File: src/rtl/ahb3lite_pkg.sv
// Shared AHB-Lite encodings and slave FSM state type for the memory slave.
package ahb3lite_pkg;

  typedef enum logic [1:0] {
    HTRANS_IDLE   = 2'b00,
    HTRANS_BUSY   = 2'b01,
    HTRANS_NONSEQ = 2'b10,
    HTRANS_SEQ    = 2'b11
  } HTRANS_state;

  typedef enum logic [2:0] {
    HBURST_SINGLE = 3'd0,
    HBURST_INCR   = 3'd1,
    HBURST_WRAP4  = 3'd2,
    HBURST_INCR4  = 3'd3,
    HBURST_WRAP8  = 3'd4,
    HBURST_INCR8  = 3'd5,
    HBURST_WRAP16 = 3'd6,
    HBURST_INCR16 = 3'd7
  } HBURST_Type;

  typedef enum logic {
    HRESP_OKAY  = 1'b0,
    HRESP_ERROR = 1'b1
  } HRESP_state;

  typedef enum logic [2:0] {
    ST_IDLE,
    ST_WAIT,
    ST_DATA,
    ST_ERR1,
    ST_ERR2
  } slave_state_e;

  localparam int unsigned WAIT_CNT_W  = 4;
  localparam logic [7:0]  ERR_CNT_MAX = 8'hFF;

  function automatic int unsigned size_bytes(input logic [2:0] size);
    return 32'd1 << size;
  endfunction

endpackage

File: src/rtl/ahb3lite_byte_lane.sv
// Byte-enable decode from transfer size and the low address bits.
module ahb3lite_byte_lane
  import ahb3lite_pkg::*;
#(
  parameter int unsigned BYTES  = 4,
  parameter int unsigned LANE_W = 2
) (
  input  logic [2:0]        size_i,
  input  logic [LANE_W-1:0] addr_lo_i,
  output logic [BYTES-1:0]  be_o
);

  int unsigned lo_u;
  int unsigned n_u;

  always_comb begin
    be_o = '0;
    lo_u = 32'(addr_lo_i);
    n_u  = size_bytes(size_i);
    for (int unsigned i = 0; i < BYTES; i++) begin
      if ((i >= lo_u) && (i < lo_u + n_u)) begin
        be_o[i] = 1'b1;
      end
    end
  end

endmodule

File: src/rtl/ahb3lite_mem_slave.sv
// AHB-Lite slave bridging bus transfers onto a synchronous single-port memory,
// with programmable wait states and a two-cycle ERROR response.
module ahb3lite_mem_slave
  import ahb3lite_pkg::*;
#(
  parameter int unsigned       DATA_W    = 32,
  parameter int unsigned       ADDR_W    = 32,
  parameter int unsigned       MEM_DEPTH = 1024,
  parameter logic [ADDR_W-1:0] BASE_ADDR = '0,
  parameter int unsigned       WAIT_N    = 0
) (
  input  logic                         HCLK,
  input  logic                         HRESET,
  input  logic                         HSEL,
  input  logic [ADDR_W-1:0]            HADDR,
  input  logic [DATA_W-1:0]            HWDATA,
  input  logic                         HWRITE,
  input  logic [2:0]                   HSIZE,
  input  HBURST_Type                   HBURST,
  input  HTRANS_state                  HTRANS,
  input  logic                         HREADY,
  output logic                         HREADYOUT,
  output HRESP_state                   HRESP,
  output logic [DATA_W-1:0]            HRDATA,
  output logic [$clog2(MEM_DEPTH)-1:0] mem_addr,
  output logic                         mem_we,
  output logic                         mem_re,
  output logic [DATA_W/8-1:0]          mem_be,
  output logic [DATA_W-1:0]            mem_wdata,
  input  logic [DATA_W-1:0]            mem_rdata,
  output logic [7:0]                   err_cnt
);

  localparam int unsigned BYTES  = DATA_W / 8;
  localparam int unsigned LANE_W = $clog2(BYTES);
  localparam int unsigned MEM_AW = $clog2(MEM_DEPTH);
  localparam int unsigned AW1    = ADDR_W + 1;
  localparam logic [ADDR_W:0] SPAN = AW1'(MEM_DEPTH * BYTES);
  localparam logic [WAIT_CNT_W-1:0] WR_WAIT_LOAD = WAIT_CNT_W'(WAIT_N - 1);
  localparam logic [WAIT_CNT_W-1:0] RD_WAIT_LOAD =
    (WAIT_N == 0) ? '0 : WAIT_CNT_W'(WAIT_N - 1);

  slave_state_e            state_q, state_d;
  logic                    write_q, write_d;
  logic [2:0]              size_q, size_d;
  logic [ADDR_W-1:0]       off_q, off_d;
  logic [WAIT_CNT_W-1:0]   cnt_q, cnt_d;
  logic                    rd_issue_q, rd_issue_d;
  logic                    rd_ret_q;
  logic [DATA_W-1:0]       rdata_q;
  logic [7:0]              err_cnt_q, err_cnt_d;

  logic                    accept;
  logic [ADDR_W-1:0]       addr_off;
  logic [ADDR_W-1:0]       align_mask;
  logic                    in_range, size_ok, aligned, req_ok;
  logic                    unused_bits;

  assign accept     = HSEL && HREADY &&
                      ((HTRANS == HTRANS_NONSEQ) || (HTRANS == HTRANS_SEQ));
  assign addr_off   = HADDR - BASE_ADDR;
  assign in_range   = (HADDR >= BASE_ADDR) && ({1'b0, addr_off} < SPAN);
  assign size_ok    = HSIZE <= 3'(LANE_W);
  assign align_mask = (ADDR_W'(1) << HSIZE) - ADDR_W'(1);
  assign aligned    = (HADDR & align_mask) == '0;
  assign req_ok     = in_range && size_ok && aligned;

  always_comb begin
    state_d    = state_q;
    write_d    = write_q;
    size_d     = size_q;
    off_d      = off_q;
    cnt_d      = cnt_q;
    rd_issue_d = 1'b0;
    err_cnt_d  = err_cnt_q;
    case (state_q)
      ST_WAIT: begin
        if (cnt_q == '0) state_d = ST_DATA;
        else             cnt_d   = cnt_q - 1'b1;
      end
      ST_ERR1: state_d = ST_ERR2;
      // IDLE, DATA and ERR2 all drive HREADYOUT=1, so each may take a new address phase
      default: begin
        state_d = ST_IDLE;
        if (accept) begin
          write_d = HWRITE;
          size_d  = HSIZE;
          off_d   = addr_off;
          if (!req_ok) begin
            state_d = ST_ERR1;
            if (err_cnt_q != ERR_CNT_MAX) err_cnt_d = err_cnt_q + 8'd1;
          end else if (HWRITE) begin
            if (WAIT_N == 0) begin
              state_d = ST_DATA;
            end else begin
              state_d = ST_WAIT;
              cnt_d   = WR_WAIT_LOAD;
            end
          end else begin
            state_d    = ST_WAIT;
            cnt_d      = RD_WAIT_LOAD;
            rd_issue_d = 1'b1;
          end
        end
      end
    endcase
  end

  always_ff @(posedge HCLK or posedge HRESET) begin
    if (HRESET) begin
      state_q    <= ST_IDLE;
      write_q    <= 1'b0;
      size_q     <= '0;
      off_q      <= '0;
      cnt_q      <= '0;
      rd_issue_q <= 1'b0;
      rd_ret_q   <= 1'b0;
      rdata_q    <= '0;
      err_cnt_q  <= '0;
    end else begin
      state_q    <= state_d;
      write_q    <= write_d;
      size_q     <= size_d;
      off_q      <= off_d;
      cnt_q      <= cnt_d;
      rd_issue_q <= rd_issue_d;
      rd_ret_q   <= rd_issue_q;
      // Memory data is only guaranteed the cycle after mem_re; hold it for longer waits
      if (rd_ret_q) rdata_q <= mem_rdata;
      err_cnt_q  <= err_cnt_d;
    end
  end

  assign HREADYOUT = (state_q != ST_WAIT) && (state_q != ST_ERR1);
  assign HRESP     = ((state_q == ST_ERR1) || (state_q == ST_ERR2)) ? HRESP_ERROR : HRESP_OKAY;
  assign HRDATA    = ((state_q == ST_DATA) && !write_q) ? (rd_ret_q ? mem_rdata : rdata_q) : '0;
  assign mem_we    = (state_q == ST_DATA) && write_q;
  assign mem_re    = rd_issue_q;
  assign mem_addr  = off_q[LANE_W +: MEM_AW];
  assign mem_wdata = HWDATA;
  assign err_cnt   = err_cnt_q;

  ahb3lite_byte_lane #(
    .BYTES  (BYTES),
    .LANE_W (LANE_W)
  ) u_byte_lane (
    .size_i    (size_q),
    .addr_lo_i (off_q[LANE_W-1:0]),
    .be_o      (mem_be)
  );

  assign unused_bits = ^{HBURST, off_q};

endmodule

File: config.mk
export PLATFORM = sky130hd
export DESIGN_NAME = ahb3lite_mem_slave
export DESIGN_NICKNAME = d
export VERILOG_FILES = /design/src/rtl/ahb3lite_pkg.sv /design/src/rtl/ahb3lite_byte_lane.sv /design/src/rtl/ahb3lite_mem_slave.sv
export SDC_FILE = /design/constraint.sdc
export NUM_CORES = 1
export LEC_CHECK = 0
export BUFFER_PORTS_ARGS = -buffer_cell sky130_fd_sc_hd__buf_2
export CAP_MARGIN = 25
export CORE_ASPECT_RATIO = 0.5
export CORE_MARGIN = 1.5
export CORE_UTILIZATION = 35
export CTS_CLUSTER_DIAMETER = 100
export DETAILED_ROUTE_END_ITERATION = 8
export GPL_ROUTABILITY_DRIVEN = 0
export PLACE_DENSITY = 0.76
export SETUP_SLACK_MARGIN = 0.02
export SYNTH_ARGS = -nofsm -noshare
export SYNTH_HDL_FRONTEND = slang
export SYNTH_SLANG_ARGS = --single-unit
File: constraint.sdc
create_clock -name HCLK -period 1.95 [get_ports HCLK]
set_clock_uncertainty 0.1 [all_clocks]
set_input_delay 0.195 -clock HCLK [delete_from_list [all_inputs] [get_ports HCLK]]
set_output_delay 0.195 -clock HCLK [all_outputs]
set_load 0.05 [all_outputs]
* Word level (Yosys, flattened, before mapping) *
Index checks and enable logic that the tools add are counted.

storage, ports and cells
  input port bits = 109
  word-level logic and storage cells = 84
  register bits after elaboration = 65
  output and inout port bits = 90

cells by class
  add/subtract/negate cells = 4
  reduce and logical (&&, ||, !) cells = 22
  magnitude comparators = 10
  eq/ne operators = 12
  shifts and indexed selects = 2
  muxes and demuxes = 21
  bitwise gates (word level) = 4

operators by type and width
  cell                                                  count
  < comparator 1 x 32 -> 1 bit, first input constant    2
  < comparator 2 x 32 -> 1 bit, first input constant    2
  2-to-1 mux 32 bit                                     2
  left shift 1 x 3 -> 32 bit, first input constant      2
  adder 2 x 32 -> 32 bit                                1
  bitwise AND 32 bit                                    1
  >= comparator 32 x 1 -> 1 bit, second input constant  1
  logical NOT 32 bit                                    1
  < comparator 32 x 13 -> 1 bit, second input constant  1
  subtractor 32 x 2 -> 32 bit, second input constant    1
  2-to-1 mux 4 bit                                      4
  logical AND 1 bit                                     11
  2-to-1 mux 1 bit                                      9
  adder 8 x 1 -> 8 bit, second input constant           1
  != test 8 bit, second input constant                  1
  one-hot mux 4 bit (2 select lines)                    1
  equality test 3 x 2 -> 1 bit, second input constant   2
  2-to-1 mux 2 bit                                      3
  one-hot mux 3 bit (2 select lines)                    1
  AND reduction 5 bit                                   1
  equality test 2 bit, second input constant            2
  >= comparator 1 x 2 -> 1 bit, first input constant    2
  logical NOT 4 bit                                     1
  != test 2 bit, second input constant                  2
  other kinds (16)                                      20

* Depth between registers and ports, before layout *
  word-level depth = 8
  gate-level depth with buffers = 8
  depth with buffers taken out = 8

* By module *
A second synthesis with hierarchy kept.

second synthesis, totals
  cells, all modules = 293
  area, all modules = 3444.6 um^2

modules (own cells, without submodules)
  module              times used  seq. area each (um^2)  cells each  area each (um^2)
  ahb3lite_mem_slave  1           1626.6                 276         3311.9
  ahb3lite_byte_lane  1           0.0                    17          132.6

* Worst setup path before layout *
No wires, ideal clock.

  path type = flip-flop to output port
  start = register size_q[0]
  end = output mem_be[2]
  cell stages (with the launch flop) = 7
  required time = 1655 ps
  slack = -520 ps
  path buffers = 0
  arrival time = 2175 ps
  path through = dfrtp_1 > nor3_1 > ha_1 > inv_1 > fa_1 > nand2b_1 > a22oi_1

between the ends
  word-level cells in the longest chain between the ends = 5

RTL lines
  element                       line                       text
  from (decl)                   ahb3lite_mem_slave.sv:45   logic [2:0] size_q, size_d;
  from (signal assigned)        ahb3lite_mem_slave.sv:123  size_q <= size_d;
  left shift 1 x 3 -> 32 bit    ahb3lite_pkg.sv:39         return 32'd1 << size;
  adder 2 x 32 -> 32 bit        ahb3lite_byte_lane.sv:21   if ((i >= lo_u) && (i < lo_u + n_u)) begin
  < comparator 2 x 32 -> 1 bit  ahb3lite_byte_lane.sv:21
  logical AND 1 bit             ahb3lite_byte_lane.sv:21
  2-to-1 mux 1 bit              ahb3lite_byte_lane.sv:21
  to (decl)                     ahb3lite_mem_slave.sv:28   output logic [DATA_W/8-1:0] mem_be,

No other way between the ends.

* Worst setup path in the final report *
Ends and elaborated chain as after synthesis.

==> metrics.md <==
| Metric | Value |
|---|---|
| Status | finished, violations left |
| Failing checks | setup timing |
| TritonCTS Buffers | 9 |
| Met3 usage | 4.36% |
| Final worst slack | -569 ps |
| Min-delay worst type | input port to flop |
| Synth Area in XOR/XNOR | 1.81% |
| FF-to-FF End | cnt_q[3]$_DFFE_PP0P_ |
| Setup slack, reg-to-reg | 40 ps |
| Root Driver | clkbuf_16 |
| Mux contribution to synthesized area | 15.7% |
| IO Pins | 199 |
| Vias | 2,565 |
| RSZ-0062 raised after global routing | yes |
| Crit path time final | 2520 ps |
| Count of input and output buffers | 130 |
| Tcrit/Tclk final | 129% |
| Pins over their slew limit | 0 |
| Fin. Hold Viols | 0 |
| Core area | 9420 um2 |
| Largest area contributor in the netlist | dfrtp_1 |
| Synth area leaders | dfrtp_1, mux2_2, buf_4 |
| Initial antenna violation count | 0 |
| H-Tree Depth | 3 |
| Layout Cells excl Fill | 567 |
| Final nets | 543 |
| Mapped cell area | 3380 um2 |
| Max Cap Violations | 0 |
| Placed Cells incl. Taps | 534 |
| Post-route antenna net violation count | 0 |
| Highest clock rate | 397 MHz |
| DRC viols | 0 |
| Seq cells post-synth | 65 |
| Simple-Gate Fraction of Synth Area | 16.0% |
| Finished Cell Area | 5040 um2 |
| Grt met1 use | 19.0% |
| Met2 Use GR | 27.4% |
| FP Rows | 25 |
| First-pass GRT wire length | 12.5 mm |
| Largest family of logic cells by synthesized area | simple AND/OR/NAND/NOR gates |
| Post-Place Cell Area | 4300 um2 |
| Area of the die | 10,300 um2 |
| Vias in the first global route | 2,536 |
| Worst-skew pair later-pin latency | 320 ps |
| Post-synthesis cell type count | 38 |
| Vias per cell | 4.52 |
| DRT Wirelength | 7.99 mm |
| First-pass DRT Iterations | 4 |
| Hpwl dp | 5.51 mm |
| Hold depth | 2 |
| CP endpoint | mem_be[2] |
| Crit Path Class | flop to primary output |
| Starting Density | 35.9% |
| Critical path arrival | 2220 ps |
| CP Capture Type | primary output |
| CP Data Required Time | 1650 ps |
| Area delta synth->final | 49.1% |
| CTS tree | built |
| Worst hold path startpoint | HADDR[6] |
| Worst IR Drop VDD | 0.963 mV |
| Avg Synthesized Cell Area | 11.2 um2 |
| Sequential area share after synthesis | 48.1% |
| Die Y | 72.5 um |
| PwrDens | 1200 nW/um2 |
| Final setup violation count | 35 |
| Hold WS | 9.14 ps |
| RR Startpoint | state_q[2]$_DFFE_PP0P_ |
| Top cell type's share of synthesized area | 48.1% |
| Initial DRC count | 77 |
| Gr busiest metal | met2 |
| Rel. slew slack | 62.8% |
| Worst-path clk slew | 50 ps |
| Antenna cells | 0 |
| Clock tree buffer depth | 2 |
| Synth Net Count | 419 |
| CP Launch Point | size_q[0]$_DFFE_PP0P_ |
| Share of cells above drive strength 1 | 61.8% |
| Global route total overflow | 0 |
| Design Power | 6.02 mW |
| Synth Area in Adders | 2.81% |
| Mapped Cells | 303 |
| R2r worst-path depth | 6 |
| Largest net degree at the start of global routing | 33 |
| Synthesis Warnings | 0 |
| Least-Margin Pin Slew | 558 ps |
| Die width | 142 um |
| Fillers | 783 |
| Compound-Gate Fraction of Synth Area | 3.74% |
| P_leak | 2.37 nW |
| Tot GR Track Use | 15.9% |
| Clock sink count | 65 |
| Startpoint Class | flop |
| Worst Path Max Fanout | 3 |
| Routed WL per cell | 14.1 um |
-- logic make-up after synthesis --
logic type	count (synthesis)
XOR/XNOR	7
adder cells (fa/ha/maj)	7
flip-flops	65
multiplexers	47
AO/OA/AOI/OAI	20
AND/OR/NAND/NOR	95
buffers and inverters	62
-- worst min path at each step --
stage | slack [ps] | endpoint
after floorplan | 190 | mem_re$_DFF_PP0_
after global placement | 180 | off_q[11]$_DFFE_PP0P_
after detailed placement | 180 | off_q[11]$_DFFE_PP0P_
after CTS | 0.2 | off_q[9]$_DFFE_PP0P_
after global routing | 5 | off_q[9]$_DFFE_PP0P_
final | 9 | off_q[6]$_DFFE_PP0P_
-- worst max-delay path: stages, from the launching register on --
cell and delay, ps:
dfrtp_1 380, buf_4 150, nand2_1 70, inv_1 40, ha_1 290, a211oi_2 290, nand3b_1 160, a21oi_4 270
a22oi_2 90, buf_6 160
-- metrics by stage --
stage	TNS, ps	worst slack [ps]	utilization [%]
3_5_place_dp	-753	-259	45.6
5_1_grt	-9030	-684	53.5
6_report	-7210	-569	53.5
2_1_floorplan	-518	-211	-
3_3_place_gp	-582	-202	45.6
4_1_cts	-8470	-540	53.3
-- metal layers --
layer | share of wire, % | vias up
met1 | 43 | 1251
li1 | - | 1241
met4 | 2.1 | 0
met2 | 51 | 55
met3 | 3.7 | 18
met5 | 0 | -
-- cells in the final DEF, fill, tap and decap left out, types with 2 or more instances in the layout --
cell type / synthesis / final
buf_2: 1 / 95
dfrtp_2: 0 / 2
nor2b_4: 0 / 32
a31oi_1: 2 / 2
o21ai_0: 5 / 4
nand3_1: 8 / 8
clkbuf_16: 0 / 9
a211oi_1: 3 / 2
buf_8: 0 / 5
buf_6: 0 / 30
buf_12: 0 / 5
nand2b_4: 1 / 2
clkbuf_1: 7 / 6
inv_2: 0 / 2
buf_16: 0 / 2
nand2_1: 15 / 15
ha_1: 6 / 5
dfrtp_1: 65 / 63
mux2_2: 47 / 47
dlygate4sd3_1: 0 / 9
o21ai_1: 1 / 2
nand2b_1: 5 / 4
nor4_1: 5 / 5
xor2_1: 7 / 7
nand4_1: 2 / 2
nor3b_1: 3 / 3
nor3_1: 7 / 6
inv_1: 9 / 6
buf_4: 44 / 20
nor2_1: 9 / 8
a21oi_4: 0 / 2
-- final cells by class --
class | count | area [um2] | share of cell area (%)
tap | 135 | 169 | 3.35
inverter | 9 | 36.3 | 0.720
sequential | 65 | 1630 | 32.3
clock buffer | 16 | 262 | 5.19
multi-input combinational | 176 | 1660 | 32.9
timing repair buffer | 166 | 1280 | 25.5
-- registers in the layout, indices dropped and copies added, names as in the netlist, 3 cells and up --
register / cells
err_cnt: 8
size_q: 3
off_q: 12
rdata_q: 32
cnt_q: 4
state_q: 3
-- power by group --
group | internal [mW] | total (mW) | switching, mW | leakage, nW
Combinational | 1.08 | 2.78 | 1.70 | 1.39
Sequential | 1.61 | 1.81 | 0.196 | 0.853
Clock | 0.898 | 1.43 | 0.537 | 0.125
Total | 3.59 | 6.02 | 2.43 | 2.37
-- repair_timing --
item,4_1_cts,5_1_grt
hold buffers,9,0
setup buffers,4,3
pin swaps,3,1
cloned,3,0
resized for setup,76,12
endpoints found under the hold margin,30,0
endpoints found under the setup margin,35,38
-- synth_stat cells (all sizes together) --
master / instances
nand3: 8
a21o: 1
ha: 6
or4: 1
clkbuf: 7
nor3: 7
a22oi: 1
nand2b: 6
and3: 1
o31ai: 1
a31o: 1
a21oi: 3
nor2b: 33
and4bb: 1
a211oi: 3
a221oi: 1
or3: 1
xor2: 7
nor4: 5
mux2: 47
inv: 9
or4b: 1
buf: 46
o22ai: 1
or2: 1
nand2: 15
dfrtp: 65
nand4: 2
a31oi: 2
fa: 1
nor3b: 3
nor2: 9
o21ai: 6
nand3b: 1
Note: power is estimated with default switching activity, not from simulation.
